<file path="config.mk">
export PLATFORM = sky130hd
export DESIGN_NAME = cat_cmd_uart_tx_flat
export DESIGN_NICKNAME = d
export VERILOG_FILES = /design/src/rtl/cat_cmd_uart_tx_if.sv /design/src/rtl/cat_cmd_uart_tx.sv /design/src/flat_wrapper.sv
export SDC_FILE = /design/constraint.sdc
export NUM_CORES = 1
export LEC_CHECK = 0
export BUFFER_PORTS_ARGS = -buffer_cell sky130_fd_sc_hd__buf_2
export CORE_ASPECT_RATIO = 0.75
export CORE_UTILIZATION = 65
export CTS_CLUSTER_DIAMETER = 60
export CTS_CLUSTER_SIZE = 30
export DETAILED_ROUTE_END_ITERATION = 8
export PLACE_DENSITY = 0.81
export SLEW_MARGIN = 15
export SYNTH_ARGS = -nofsm -noshare
export SYNTH_HDL_FRONTEND = slang
export SYNTH_SLANG_ARGS = --single-unit
</file>
<file path="constraint.sdc">
create_clock -name clk -period 6.5 [get_ports clk]
set_clock_uncertainty 0.2 [all_clocks]
set_input_delay 0.975 -clock clk [delete_from_list [all_inputs] [get_ports clk]]
set_output_delay 0.975 -clock clk [all_outputs]
set_load 0.02 [all_outputs]
</file>
<file path="src/rtl/cat_cmd_uart_tx_if.sv">
// Command handshake between a cat-bit requester and cat_cmd_uart_tx.
// Handshake: a command transfers on every rising clk edge where cmd_valid && cmd_ready;
// the master holds cmd_idx/cmd_set stable while cmd_valid is high and not yet accepted,
// and cmd_ready never depends combinationally on cmd_valid.
interface cat_cmd_uart_tx_if;
  logic       cmd_valid;
  logic       cmd_ready;
  logic [2:0] cmd_idx;
  logic       cmd_set;

  modport master (
    output cmd_valid,
    output cmd_idx,
    output cmd_set,
    input  cmd_ready
  );

  modport slave (
    input  cmd_valid,
    input  cmd_idx,
    input  cmd_set,
    output cmd_ready
  );
endinterface

</file>
<file path="src/rtl/cat_cmd_uart_tx.sv">
// cat_cmd_uart_tx: sending end of the inter-badge cat command link.
// Each set/clear request for cat bit 0..7 becomes one ASCII byte
// ('A'+idx to clear, 'a'+idx to set), is queued in a small FIFO and is
// sent as 8N1 UART on tx (idle high, LSB first).
// Optional feature macro: CAT_TX_SHADOW_EN adds the 'shadow' output, a
// mirror of the peer's cat_status updated whenever a byte leaves the queue.
module cat_cmd_uart_tx #(
  parameter int CLK_FREQ   = 103_340_000,
  parameter int BAUD       = 9600,
  parameter int FIFO_DEPTH = 4
) (
  input  logic               clk,
  input  logic               reset,
  cat_cmd_uart_tx_if.slave   cmd,
  output logic               tx,
  output logic               busy,
`ifdef CAT_TX_SHADOW_EN
  output logic [7:0]         shadow,
`endif
  output logic [1:0]         dbg_state
);

  localparam int CLKS_PER_BIT = CLK_FREQ / BAUD;
  localparam int CW           = $clog2(CLKS_PER_BIT);
  localparam int AW           = $clog2(FIFO_DEPTH);
  localparam int PW           = AW + 1;
  localparam logic [CW-1:0] BAUD_LAST = CW'(CLKS_PER_BIT - 1);

  typedef enum logic [1:0] {
    S_IDLE  = 2'd0,
    S_START = 2'd1,
    S_DATA  = 2'd2,
    S_STOP  = 2'd3
  } state_t;

  state_t          state;
  logic [CW-1:0]   baud_cnt;
  logic [2:0]      bit_cnt;
  logic [7:0]      shift;

  logic [7:0]      mem [FIFO_DEPTH];
  logic [PW-1:0]   wr_ptr;
  logic [PW-1:0]   rd_ptr;
  logic            empty;
  logic            full;
  logic            push;
  logic            pop;
  logic [7:0]      enc_byte;
  logic [7:0]      head;
  logic            bit_done;

  // Pointers carry one extra wrap bit so full and empty are distinguishable.
  assign empty = (wr_ptr == rd_ptr);
  assign full  = (wr_ptr[PW-1] != rd_ptr[PW-1]) &&
                 (wr_ptr[AW-1:0] == rd_ptr[AW-1:0]);

  // Ready comes only from registered pointers: a pop in the same cycle
  // does not open a slot for the requester.
  assign cmd.cmd_ready = !full;
  assign push          = cmd.cmd_valid && !full;
  assign pop           = (state == S_IDLE) && !empty;

  assign enc_byte = cmd.cmd_set ? (8'h61 + {5'd0, cmd.cmd_idx})
                                : (8'h41 + {5'd0, cmd.cmd_idx});
  assign head     = mem[rd_ptr[AW-1:0]];
  assign bit_done = (baud_cnt == BAUD_LAST);

  assign busy      = (state != S_IDLE) || !empty;
  assign dbg_state = state;

  // Queue storage: written on accept; contents need no reset because the
  // pointers define what is valid.
  always_ff @(posedge clk) begin
    if (push) begin
      mem[wr_ptr[AW-1:0]] <= enc_byte;
    end
  end

  // Queue pointers: push and pop may both happen in one cycle.
  always_ff @(posedge clk) begin
    if (reset) begin
      wr_ptr <= '0;
      rd_ptr <= '0;
    end else begin
      if (push) begin
        wr_ptr <= wr_ptr + 1'b1;
      end
      if (pop) begin
        rd_ptr <= rd_ptr + 1'b1;
      end
    end
  end

  // Serializer FSM with registered tx: start, 8 data bits LSB first, stop,
  // then one IDLE cycle that pops the next byte.
  always_ff @(posedge clk) begin
    if (reset) begin
      state    <= S_IDLE;
      tx       <= 1'b1;
      baud_cnt <= '0;
      bit_cnt  <= '0;
      shift    <= '0;
    end else begin
      case (state)
        S_IDLE: begin
          tx <= 1'b1;
          if (!empty) begin
            shift    <= head;
            bit_cnt  <= '0;
            baud_cnt <= '0;
            tx       <= 1'b0;
            state    <= S_START;
          end
        end
        S_START: begin
          if (bit_done) begin
            baud_cnt <= '0;
            tx       <= shift[0];
            state    <= S_DATA;
          end else begin
            baud_cnt <= baud_cnt + 1'b1;
          end
        end
        S_DATA: begin
          if (bit_done) begin
            baud_cnt <= '0;
            shift    <= {1'b0, shift[7:1]};
            bit_cnt  <= bit_cnt + 1'b1;
            if (bit_cnt == 3'd7) begin
              tx    <= 1'b1;
              state <= S_STOP;
            end else begin
              tx <= shift[1];
            end
          end else begin
            baud_cnt <= baud_cnt + 1'b1;
          end
        end
        S_STOP: begin
          if (bit_done) begin
            baud_cnt <= '0;
            tx       <= 1'b1;
            state    <= S_IDLE;
          end else begin
            baud_cnt <= baud_cnt + 1'b1;
          end
        end
        default: begin
          state <= S_IDLE;
          tx    <= 1'b1;
        end
      endcase
    end
  end

`ifdef CAT_TX_SHADOW_EN
  // The byte alone identifies the command: bit 5 is the set flag and the
  // low three bits minus one give the index ('A'/'a' end in 3'b001).
  logic [2:0] pop_idx;
  logic       pop_set;
  assign pop_idx = head[2:0] - 3'd1;
  assign pop_set = head[5];

  // Mirror of the peer's cat_status, updated as each byte leaves the queue.
  always_ff @(posedge clk) begin
    if (reset) begin
      shadow <= 8'hFF;
    end else if (pop) begin
      shadow[pop_idx] <= pop_set;
    end
  end
`endif

endmodule

</file>
<file path="src/flat_wrapper.sv">
// flat-port wrapper written by rule: the top's interface ports become plain ports
module cat_cmd_uart_tx_flat 
#(
  parameter int CLK_FREQ   = 103_340_000,
  parameter int BAUD       = 9600,
  parameter int FIFO_DEPTH = 4
)
  (clk, reset, tx, busy, dbg_state, cmd_cmd_valid, cmd_cmd_idx, cmd_cmd_set, cmd_cmd_ready);
  cat_cmd_uart_tx_if cmd_i ();
  input  logic clk;
  input  logic reset;
  output logic tx;
  output logic busy;
  output logic [1:0] dbg_state;
  input wire logic [$bits(cmd_i.cmd_valid)-1:0] cmd_cmd_valid;
  input wire logic [$bits(cmd_i.cmd_idx)-1:0] cmd_cmd_idx;
  input wire logic [$bits(cmd_i.cmd_set)-1:0] cmd_cmd_set;
  output wire logic [$bits(cmd_i.cmd_ready)-1:0] cmd_cmd_ready;
  assign cmd_i.cmd_valid = cmd_cmd_valid;
  assign cmd_i.cmd_idx = cmd_cmd_idx;
  assign cmd_i.cmd_set = cmd_cmd_set;
  assign cmd_cmd_ready = cmd_i.cmd_ready;
  cat_cmd_uart_tx #(.CLK_FREQ(CLK_FREQ), .BAUD(BAUD), .FIFO_DEPTH(FIFO_DEPTH)) u_core (.clk(clk), .reset(reset), .cmd(cmd_i), .tx(tx), .busy(busy), .dbg_state(dbg_state));
endmodule
</file>
==> impl_results.md <==
- Main synth FF type: dfxtp_1
- Clk sinks: 55
- Sequential area share after synthesis: 0.4922
- Synth Area per Inst: 11.25 um2
- Seq cells post-synth: 55
- Area of the multi-input gates: 1265 um2
- Fmax: 0.3217 GHz
- Startpoint Class: register
- Clock Tree Root: clkbuf_8
- Sequential cell area: 1301 um2
- Required time worst endpoint: 5320 ps
- CTS tree: built
- Pleak: 0.001012 uW
- Die X: 75.64 um
- Core Area: 3780 um2
- CTS Buf Count: 5
- CTS clock-pin slew for the worst setup and hold paths: 90 ps
- Syn Std Cell Area: 2644 um2
- Setup WS post-layout: 3391 ps
- Most frequent cells in the layout: dfxtp_1 (35), nor2_1 (23), edfxtp_1 (20)
- Total track usage: 0.2549
- Largest net degree at the start of global routing: 31
- Worst R2R Setup Slack: 3850 ps
- Finished Layout Cells: 296
- Area growth from synthesis to layout: 5.774%
- Rel. slew slack: 0.5018
- Residual DRC: 0
- EDFF count, synth: 20
- First DRT Iteration DRCs: 132
- Worst Tran Pin Value: 744.9 ps
- Vias in the first global route: 1658
- Postcts setup bufs: 0
- Setup violators final: 0
- DRT Wirelength: 4.746 mm
- First-pass GRT wire length: 8.010 mm
- Fraction of layout cells with a size suffix above 1: 0.1352
- Worst VDD drop: 0.0002112 V
- GPL Wtd Cong: 0.9033
- Async S/R FF share, synth: 0
- Worst path max stage delay: 410 ps
- Vias: 1804
- Initial antenna violation count: 0
- Port Buffers: 11
- Gate count after technology mapping: 235
- Placed insts: 289
- Die H: 57.23 um
- PwrDens: 374.2 nW/um2
- Worst min path class: reg2reg
- First-pass DRT Iterations: 6
- CP Class: reg2out
- Nets: 265
- N_diodes: 0
- RSZ-0062 raised after global routing: false
- Initial cell density of the core: 0.6994
- H-tree levels: 2
- # IOs: 12
- Max_cap viols: 0
- Die Area: 4329 um2
- Most used cell, CP: inv_1
- WL per Instance: 16.03 um
- CTS max path bufs: 2
- Site row count: 19
- Crit path max fanout: 7
- Post-CTS sizing: 0
- Hold Fails Final Rpt: 0
- GRT overflow: 0
- Status: finished clean
- Post-layout min period: 3109 ps
- Setup_tns: 0 ps
- Commonest non-fill, non-tap cell in the layout: dfxtp_1
- CP top delay family: buffers and inverters
- Slowest cell on crit path: and4_1
- Final Max Slew Viols: 0
- Synth unique cells: 46
- Crit path DAT: 1930 ps
- Yosys Warn Count: 0
- Routed Antenna Nets: 0
- Filler cell count: 259
- Fin crit share: 0.4783
- Clock latency on the worst-skew pair: 310 ps
- # hold bufs at CTS: 0
- Vias per cell: 6.095
- Post-synthesis net count: 256
- Hpwl dp: 3.477 mm
- Setup Slack @ Placement: 3584 ps
- Worst path cell trace: inv_1 -> ha_1 -> and4_1 -> inv_1 -> buf_2
- Worst setup EP type: output port
- Worst path bufs/invs: 3
[worst register-to-register path: stages (launching register included)]
cell      delay (ps)
dfxtp_1          350
inv_1            130
ha_1             640
nor2_1           180
a211oi_4         680
mux2i_1          290
nor2_1            50
[where the power goes]
group          total [uW]  internal, uW  leakage, uW  switching (uW)
clock network         180          74.5    0.0000383             105
registers             442           403     0.000470            38.6
logic                 425           167     0.000503             257
[synth_stat cells (all sizes together), types with 2 or more instances]
library cell  count  area [um2]
dfxtp            35       700.7
nor2b             3       18.77
mux2i            12       120.1
xnor2             5       43.79
a31oi             9       56.30
nor4              3       33.78
nand2b            5       31.28
nor2             23       86.33
buf               3       23.77
ha               14       175.2
xor2              4       35.03
nand2            11       41.29
and2              8       50.05
a21oi             8       40.04
a211oi            7       85.08
a311oi            2       17.52
nand3             9       45.04
nor3              2       10.01
clkbuf            6       22.52
a22oi             2       15.01
inv               9       33.78
o21ai             5       25.02
o31ai             2       15.01
a41oi             2       25.03
nand4             5       46.29
edfxtp           20       600.6
and3              4       25.02
mux4              5       112.6
o21a              2       15.01
[sequential cells by signal, summed over array words and instances (netlist names), named ones only]
signal,cells
u_core.tx,1
u_core.wr_ptr,3
u_core.mem,20
u_core.bit_cnt,3
u_core.baud_cnt,14
u_core.shift,7
u_core.dbg_state,2
u_core.rd_ptr,3
[cell families after synthesis]
group	Yosys count	share of synthesized area
AO/OA/AOI/OAI	45	0.1316
XOR/XNOR	9	0.02981
adder cells (fa/ha/maj)	14	0.06626
buffers and inverters	18	0.03029
flip-flops	55	0.4922
multiplexers	17	0.08803
AND/OR/NAND/NOR	77	0.1619
[per-layer routing]
metal  GRT usage  part of all wire  vias up
met5           0                 0        -
met4     0.08730             0.014        0
met3     0.05300             0.035        8
met2      0.3380              0.43       26
met1      0.4105              0.52      879
li1            -                 -      891
[through the flow]
step           power, uW  utilization  hold WS (ps)  area (um2)
4_1_cts             1051       0.7392         275.0        2794
5_1_grt             1117       0.7398         298.0        2796
6_report            1046       0.7398         273.6        2796
3_5_place_dp       874.2       0.7190         260.7        2718
3_3_place_gp       855.5       0.7190         254.0        2718
2_1_floorplan      795.1            -         233.4        2644
[final cells by class]
type | count | area share
well taps | 52 | 0.02327
flip-flops and latches | 55 | 0.4653
inverters | 9 | 0.01208
repair buffers | 11 | 0.01969
multi-input cells | 162 | 0.4523
clock buffers | 7 | 0.02729
[worst paths after layout]
| path | start | end | cells after the start |
|---|---|---|---|
| min | u_core.baud_cnt[13]$_SDFFE_PP0P_ | u_core.baud_cnt[13]$_SDFFE_PP0P_ | 1 |
| max | u_core.dbg_state[1]$_SDFFE_PP0P_ | busy | 5 |
| min reg2reg | u_core.baud_cnt[13]$_SDFFE_PP0P_ | u_core.baud_cnt[13]$_SDFFE_PP0P_ | 1 |
| max reg2reg | u_core.dbg_state[0]$_SDFFE_PP0P_ | u_core.bit_cnt[0]$_SDFFE_PP0P_ | 6 |
No activity file was read; power rests on OpenSTA's default activity.
